$ cat src/rtl/i2c_reg_access_ctrl_if.sv
// Request/response and byte-master strobe bundle for the register-access sequencer.
// "slave" is the sequencer's view; "master" is the environment (front end + I2C master).
interface i2c_reg_access_ctrl_if;
    logic       req_valid;
    logic       req_ready;
    logic       req_rw;
    logic [6:0] req_dev_addr;
    logic [7:0] req_reg_addr;
    logic [7:0] req_wdata;
    logic       resp_valid;
    logic       resp_err;
    logic [7:0] resp_rdata;
    logic       busy;
    logic [3:0] m_cmd;
    logic [7:0] m_tx_data;
    logic       m_ready;
    logic [7:0] m_rx_data;
    logic       m_abort;

    modport slave (
        input  req_valid, req_rw, req_dev_addr, req_reg_addr, req_wdata, m_ready, m_rx_data,
        output req_ready, resp_valid, resp_err, resp_rdata, busy, m_cmd, m_tx_data, m_abort
    );

    modport master (
        output req_valid, req_rw, req_dev_addr, req_reg_addr, req_wdata, m_ready, m_rx_data,
        input  req_ready, resp_valid, resp_err, resp_rdata, busy, m_cmd, m_tx_data, m_abort
    );
endinterface

$ cat src/rtl/i2c_reg_access_ctrl.sv
// Register-access sequencer: turns one read/write request into the START / WR / RESTART /
// RD / STOP command sequence for the byte-level I2C master, with a per-step watchdog.
module i2c_reg_access_ctrl #(
    parameter int TIMEOUT_CYC = 20000
) (
    input  logic                  clk,
    input  logic                  reset,
    i2c_reg_access_ctrl_if.slave  bus
);
    localparam int TW = $clog2(TIMEOUT_CYC);
    localparam logic [TW-1:0] TIMER_LAST = TW'(TIMEOUT_CYC - 1);

    localparam logic [3:0] CMD_IDLE    = 4'd0;
    localparam logic [3:0] CMD_START   = 4'd1;
    localparam logic [3:0] CMD_STOP    = 4'd2;
    localparam logic [3:0] CMD_RESTART = 4'd3;
    localparam logic [3:0] CMD_RD      = 4'd4;
    localparam logic [3:0] CMD_WR      = 4'd5;

    typedef enum logic [2:0] {
        S_IDLE,
        S_ISSUE,
        S_WAIT_ACC,
        S_WAIT_DONE,
        S_RESP,
        S_ABORT
    } state_t;

    state_t        state_q;
    logic          rw_q;
    logic [6:0]    dev_q;
    logic [7:0]    reg_q;
    logic [7:0]    wdata_q;
    logic [2:0]    step_q;
    logic [TW-1:0] timer_q;
    logic          req_ready_q;
    logic          busy_q;
    logic          resp_valid_q;
    logic          resp_err_q;
    logic [7:0]    rdata_q;
    logic [7:0]    tx_q;
    logic          abort_q;

    logic [3:0]    step_cmd;
    logic [7:0]    step_data;
    logic          step_last;
    logic          timeout;
    logic          issue;

    // Decode the current step into a master command and its byte; non-WR steps keep the held byte.
    always_comb begin
        step_cmd  = CMD_IDLE;
        step_data = tx_q;
        case (step_q)
            3'd0: step_cmd = CMD_START;
            3'd1: begin
                step_cmd  = CMD_WR;
                step_data = {dev_q, 1'b0};
            end
            3'd2: begin
                step_cmd  = CMD_WR;
                step_data = reg_q;
            end
            3'd3: begin
                if (rw_q) begin
                    step_cmd = CMD_RESTART;
                end else begin
                    step_cmd  = CMD_WR;
                    step_data = wdata_q;
                end
            end
            3'd4: begin
                if (rw_q) begin
                    step_cmd  = CMD_WR;
                    step_data = {dev_q, 1'b1};
                end else begin
                    step_cmd = CMD_STOP;
                end
            end
            3'd5: step_cmd = CMD_RD;
            default: step_cmd = CMD_IDLE;
        endcase
    end

    // Reads end on RD (the master NACKs and stops on its own); writes end on STOP.
    assign step_last = rw_q ? (step_q == 3'd5) : (step_q == 3'd4);
    assign timeout   = (timer_q == TIMER_LAST);
    // The command strobe lives only in the cycle the master reports ready.
    assign issue     = (state_q == S_ISSUE) && bus.m_ready && !timeout;

    assign bus.m_cmd      = issue ? step_cmd : CMD_IDLE;
    assign bus.m_tx_data  = issue ? step_data : tx_q;
    assign bus.req_ready  = req_ready_q;
    assign bus.busy       = busy_q;
    assign bus.resp_valid = resp_valid_q;
    assign bus.resp_err   = resp_err_q;
    assign bus.resp_rdata = rdata_q;
    assign bus.m_abort    = abort_q;

    // Sequencer state machine with registered handshake/response outputs.
    always_ff @(posedge clk) begin
        if (reset) begin
            state_q      <= S_IDLE;
            rw_q         <= 1'b0;
            dev_q        <= '0;
            reg_q        <= '0;
            wdata_q      <= '0;
            step_q       <= '0;
            timer_q      <= '0;
            req_ready_q  <= 1'b1;
            busy_q       <= 1'b0;
            resp_valid_q <= 1'b0;
            resp_err_q   <= 1'b0;
            rdata_q      <= '0;
            tx_q         <= '0;
            abort_q      <= 1'b0;
        end else begin
            resp_valid_q <= 1'b0;
            abort_q      <= 1'b0;
            case (state_q)
                S_IDLE: begin
                    if (bus.req_valid && req_ready_q) begin
                        rw_q        <= bus.req_rw;
                        dev_q       <= bus.req_dev_addr;
                        reg_q       <= bus.req_reg_addr;
                        wdata_q     <= bus.req_wdata;
                        step_q      <= '0;
                        timer_q     <= '0;
                        req_ready_q <= 1'b0;
                        busy_q      <= 1'b1;
                        state_q     <= S_ISSUE;
                    end
                end
                S_ISSUE, S_WAIT_ACC, S_WAIT_DONE: begin
                    timer_q <= timer_q + 1'b1;
                    if (timeout) begin
                        resp_valid_q <= 1'b1;
                        resp_err_q   <= 1'b1;
                        abort_q      <= 1'b1;
                        state_q      <= S_ABORT;
                    end else if (state_q == S_ISSUE) begin
                        if (bus.m_ready) begin
                            tx_q    <= step_data;
                            state_q <= S_WAIT_ACC;
                        end
                    end else if (state_q == S_WAIT_ACC) begin
                        // Master leaving IDLE/HOLD confirms it took the command.
                        if (!bus.m_ready) begin
                            state_q <= S_WAIT_DONE;
                        end
                    end else begin
                        if (bus.m_ready) begin
                            if (step_cmd == CMD_RD) begin
                                rdata_q <= bus.m_rx_data;
                            end
                            if (step_last) begin
                                resp_valid_q <= 1'b1;
                                resp_err_q   <= 1'b0;
                                state_q      <= S_RESP;
                            end else begin
                                step_q  <= step_q + 3'd1;
                                timer_q <= '0;
                                state_q <= S_ISSUE;
                            end
                        end
                    end
                end
                S_RESP, S_ABORT: begin
                    resp_err_q  <= 1'b0;
                    busy_q      <= 1'b0;
                    req_ready_q <= 1'b1;
                    state_q     <= S_IDLE;
                end
                default: begin
                    state_q <= S_IDLE;
                end
            endcase
        end
    end
endmodule

$ cat src/flat_wrapper.sv
// flat-port wrapper written by rule: the top's interface ports become plain ports
module i2c_reg_access_ctrl_flat 
#(
    parameter int TIMEOUT_CYC = 20000
)
  (clk, reset, bus_req_valid, bus_req_rw, bus_req_dev_addr, bus_req_reg_addr, bus_req_wdata, bus_m_ready, bus_m_rx_data, bus_req_ready, bus_resp_valid, bus_resp_err, bus_resp_rdata, bus_busy, bus_m_cmd, bus_m_tx_data, bus_m_abort);
  i2c_reg_access_ctrl_if bus_i ();
  input  logic clk;
  input  logic reset;
  input wire logic [$bits(bus_i.req_valid)-1:0] bus_req_valid;
  input wire logic [$bits(bus_i.req_rw)-1:0] bus_req_rw;
  input wire logic [$bits(bus_i.req_dev_addr)-1:0] bus_req_dev_addr;
  input wire logic [$bits(bus_i.req_reg_addr)-1:0] bus_req_reg_addr;
  input wire logic [$bits(bus_i.req_wdata)-1:0] bus_req_wdata;
  input wire logic [$bits(bus_i.m_ready)-1:0] bus_m_ready;
  input wire logic [$bits(bus_i.m_rx_data)-1:0] bus_m_rx_data;
  output wire logic [$bits(bus_i.req_ready)-1:0] bus_req_ready;
  output wire logic [$bits(bus_i.resp_valid)-1:0] bus_resp_valid;
  output wire logic [$bits(bus_i.resp_err)-1:0] bus_resp_err;
  output wire logic [$bits(bus_i.resp_rdata)-1:0] bus_resp_rdata;
  output wire logic [$bits(bus_i.busy)-1:0] bus_busy;
  output wire logic [$bits(bus_i.m_cmd)-1:0] bus_m_cmd;
  output wire logic [$bits(bus_i.m_tx_data)-1:0] bus_m_tx_data;
  output wire logic [$bits(bus_i.m_abort)-1:0] bus_m_abort;
  assign bus_i.req_valid = bus_req_valid;
  assign bus_i.req_rw = bus_req_rw;
  assign bus_i.req_dev_addr = bus_req_dev_addr;
  assign bus_i.req_reg_addr = bus_req_reg_addr;
  assign bus_i.req_wdata = bus_req_wdata;
  assign bus_i.m_ready = bus_m_ready;
  assign bus_i.m_rx_data = bus_m_rx_data;
  assign bus_req_ready = bus_i.req_ready;
  assign bus_resp_valid = bus_i.resp_valid;
  assign bus_resp_err = bus_i.resp_err;
  assign bus_resp_rdata = bus_i.resp_rdata;
  assign bus_busy = bus_i.busy;
  assign bus_m_cmd = bus_i.m_cmd;
  assign bus_m_tx_data = bus_i.m_tx_data;
  assign bus_m_abort = bus_i.m_abort;
  i2c_reg_access_ctrl #(.TIMEOUT_CYC(TIMEOUT_CYC)) u_core (.clk(clk), .reset(reset), .bus(bus_i));
endmodule
$ cat config.mk
export PLATFORM = sky130hd
export DESIGN_NAME = i2c_reg_access_ctrl_flat
export DESIGN_NICKNAME = d
export VERILOG_FILES = /design/src/rtl/i2c_reg_access_ctrl_if.sv /design/src/rtl/i2c_reg_access_ctrl.sv /design/src/flat_wrapper.sv
export SDC_FILE = /design/constraint.sdc
export NUM_CORES = 1
export LEC_CHECK = 0
export ABC_AREA = 1
export BUFFER_PORTS_ARGS = -buffer_cell sky130_fd_sc_hd__buf_2
export CAP_MARGIN = 15
export CORE_ASPECT_RATIO = 0.6
export CORE_MARGIN = 10
export CORE_UTILIZATION = 55
export DETAILED_ROUTE_END_ITERATION = 10
export PLACE_DENSITY = 0.78
export SLEW_MARGIN = 25
export SYNTH_ARGS = -nofsm -noshare
export SYNTH_HDL_FRONTEND = slang
export SYNTH_SLANG_ARGS = --single-unit
export TNS_END_PERCENT = 100
$ cat constraint.sdc
create_clock -name clk -period 4.06 [get_ports clk]
set_input_delay 0.406 -clock clk [delete_from_list [all_inputs] [get_ports clk]]
set_output_delay 0.406 -clock clk [all_outputs]
set_load 0.01 [all_outputs]
==> metrics.cfg <==
[cts]
clockRootBuffer = clkbuf_8
cts_made_buffers = 9
hold_buffers = 0
clk-insertion-delay-late_ps = 350
path_clk_slew_ps = 80
numClockSinks = 66
ctsHtreeMaxLevel = 3
cts_tree = built
cts.repair_timing.setup_buffer_count = 0
cts_repair_resize_count = 0
clk_path_buf_depth = 2

[global_routing]
total_track_usage_pct = 19.11
gr-total-overflow = 0
first_global_vias = 3574
antenna_violations_before_repair = 0
global_route_wire_length_before_repair_um = 16820
grt_start_max_net_pins = 51

[timing]
worst_case_headroom_to_the_max_slew_limit_pct = 61.50
fin_setup_tns_ps = 0
fraction_of_the_cycle_the_final_worst_path_needs_pct = 70.36
max_slew.worst_pin.slew_ps = 577.5
skew_ps = 7.854
max_clock_freq_ghz = 0.3501
setup_violations = 0
min_period_ps = 2857
hold_viol = 0
rsz_0062_raised_after_global_routing = false
slew_violations = 0

[finish]
final_nets = 659
layout-drive-gt1-share_pct = 15.27
synthToLayoutAreaGrowth_pct = 15.19
most-common-layout-cells = nand2_1, inv_1, nor2_1
diode_insertion_count_for_antenna_repair = 0
layout_commonest_cell = nand2_1
fin_cells = 706

[place]
placed_cells_incl_taps = 690
io_buffer_count = 59
dp_hpwl_um = 7398
gpl.final_weighted_congestion = 0.9189

[logic_synthesis]
synth_compound_area_share_pct = 17.89
yosys_register_bits = 66
yosysSeqAreaShare_pct = 36.54
muxShareOfSynthArea_pct = 0
syn_nets = 607
synth_cell_type_count = 31
synthCells = 565
dominant_combinational_cell_family_by_area_after_synthesis = simple AND/OR/NAND/NOR gates
yosys.area_share.xor_xnor_pct = 0.4844
yosysWarnings = 0
syn-cell-area_um2 = 3616
synthesized_area_fraction_occupied_by_adder_cells_pct = 2.076
synth_simple_gate_area_share_pct = 31.97
synth.avg_cell_area_um2 = 6.400

[setup_path]
cp-end-kind = output port
cp.required_ps = 3650
worstPathMaxFanout = 11
arrival_ps = 2450
timing.setup.critical_path_class = register to output port
cp-start-kind = register

[detailed_routing]
route.vias.total = 3804
top_signal_layer_used = met4
detail_route.wirelength.met1_um = 4904
dr.pass1.iters = 5
drt_wl_total_um = 10010
drt_iter0_markers = 370
post_dr_vias_cell = 5.388
detail_route.drc_violations = 0
met3_routed_wl_um = 878
route.met2.wl_um = 4059
avgRoutedWirePerCell_um = 14.17
final_ant_viol_nets = 0

[pwr]
power-per-cell-area_nw_per_um2 = 581.0
static-leakage-power_uw = 0.001901
max-vdd-ir-drop_mv = 0.3346

[run]
drv_cap = 0

[hold_path]
worst_hold_path_type = input port to register

[die]
die-area_um2 = 10320
row_count = 22
io-pin-count = 61
initial_utilization_pct = 57.87
core_region_area_um2 = 6248
dieHeight_um = 82.81
die_span_in_x_um = 124.7

[run_status]
status = complete, no violations

==> logic make-up (layout without fill, tap and decap cells) <==
| group | Yosys count | after routing |
|---|---|---|
| other cells | 1 | 1 |
| buf+inv | 100 | 157 |
| compound gates | 121 | 121 |
| simple gates | 269 | 269 |
| fa+ha+maj | 6 | 6 |
| flops | 66 | 66 |
| xor+xnor | 2 | 2 |
==> per-stage QoR <==
stage	worst slack [ps]	hold slack, ps	cell area [µm²]	util, %	total power [µW]
floorplan	2102	424.5	3616	-	1538
global placement	1696	447.7	3936	63.00	1740
detailed placement	1628	453.4	3936	63.00	1771
CTS	1220	320.8	4164	66.64	2407
global route	937.6	340.4	4165	66.66	2594
finish	1203	333.6	4165	66.66	2420
==> path summary, 6_finish.rpt <==
check	slack (ps)	end	cells after the start	from
setup / recovery	1200	bus_m_tx_data[0]	8	u_core.step_q[0]
hold / removal	330	u_core.dev_q[0]	3	bus_req_dev_addr[0]
setup reg to reg	1860	u_core.bus.resp_rdata[2]	8	u_core.step_q[0]
hold reg to reg	460	u_core.wdata_q[4]	2	u_core.wdata_q[4]
==> power by group <==
part / switching, µW / internal (µW) / leakage (µW)
logic: 670 / 267 / 0.00125
clock network: 268 / 363 / 0.000112
registers: 92.2 / 761 / 0.000538
total: 1030 / 1390 / 0.00190
==> layer usage <==
| layer | up-vias | GRT usage [%] |
|---|---|---|
| li1 | 1925 | - |
| met1 | 1686 | 26.04 |
| met2 | 175 | 27.04 |
| met3 | 18 | 6.282 |
| met4 | 0 | 7.330 |
| met5 | - | 0 |
==> synth_stat cells, drive strengths merged <==
cell type  instances  area (µm²)
o22ai              7       43.79
xnor2              1       8.760
nand2            142       540.5
o31ai              1       7.510
nor3b              1       18.77
a31oi              2       12.51
o21ai             58       312.8
buf                4       35.03
dfxtp             66        1321
ha                 6       75.07
o211ai             1       7.510
xor2               1       8.760
conb               1       3.750
nand4             17       106.4
nor2              69       274.0
o21bai             1       7.510
inv               80       300.3
or2                1       6.260
nor3               9       50.05
nand3             30       160.2
clkbuf            16       60.06
a21oi             51       255.2
==> sequential cells by signal, indices dropped and copies added (netlist names), 3 cells and up <==
name                   cells
u_core.timer_q            15
u_core.bus.resp_rdata      8
u_core.reg_q               8
u_core.tx_q                8
u_core.wdata_q             8
u_core.dev_q               7
u_core.state_q             3
u_core.step_q              3
==> worst max-delay path: stages (launching register included) <==
cell	delay [ps]
dfxtp_1	410
ha_1	200
ha_1	430
inv_1	160
nand3_1	330
nor2_1	70
o21ai_0	240
nand2_1	100
buf_2	150
==> area by class of cell <==
type	count	area, µm²
flip-flops and latches	66	1323
clock inverters	6	90.09
clock buffers	10	137.6
fillers	555	2083
repair buffers	61	310.3
inverters	80	300.3
well taps	84	105.1
multi-input cells	399	1899
Note: power is estimated with default switching activity, not from simulation.
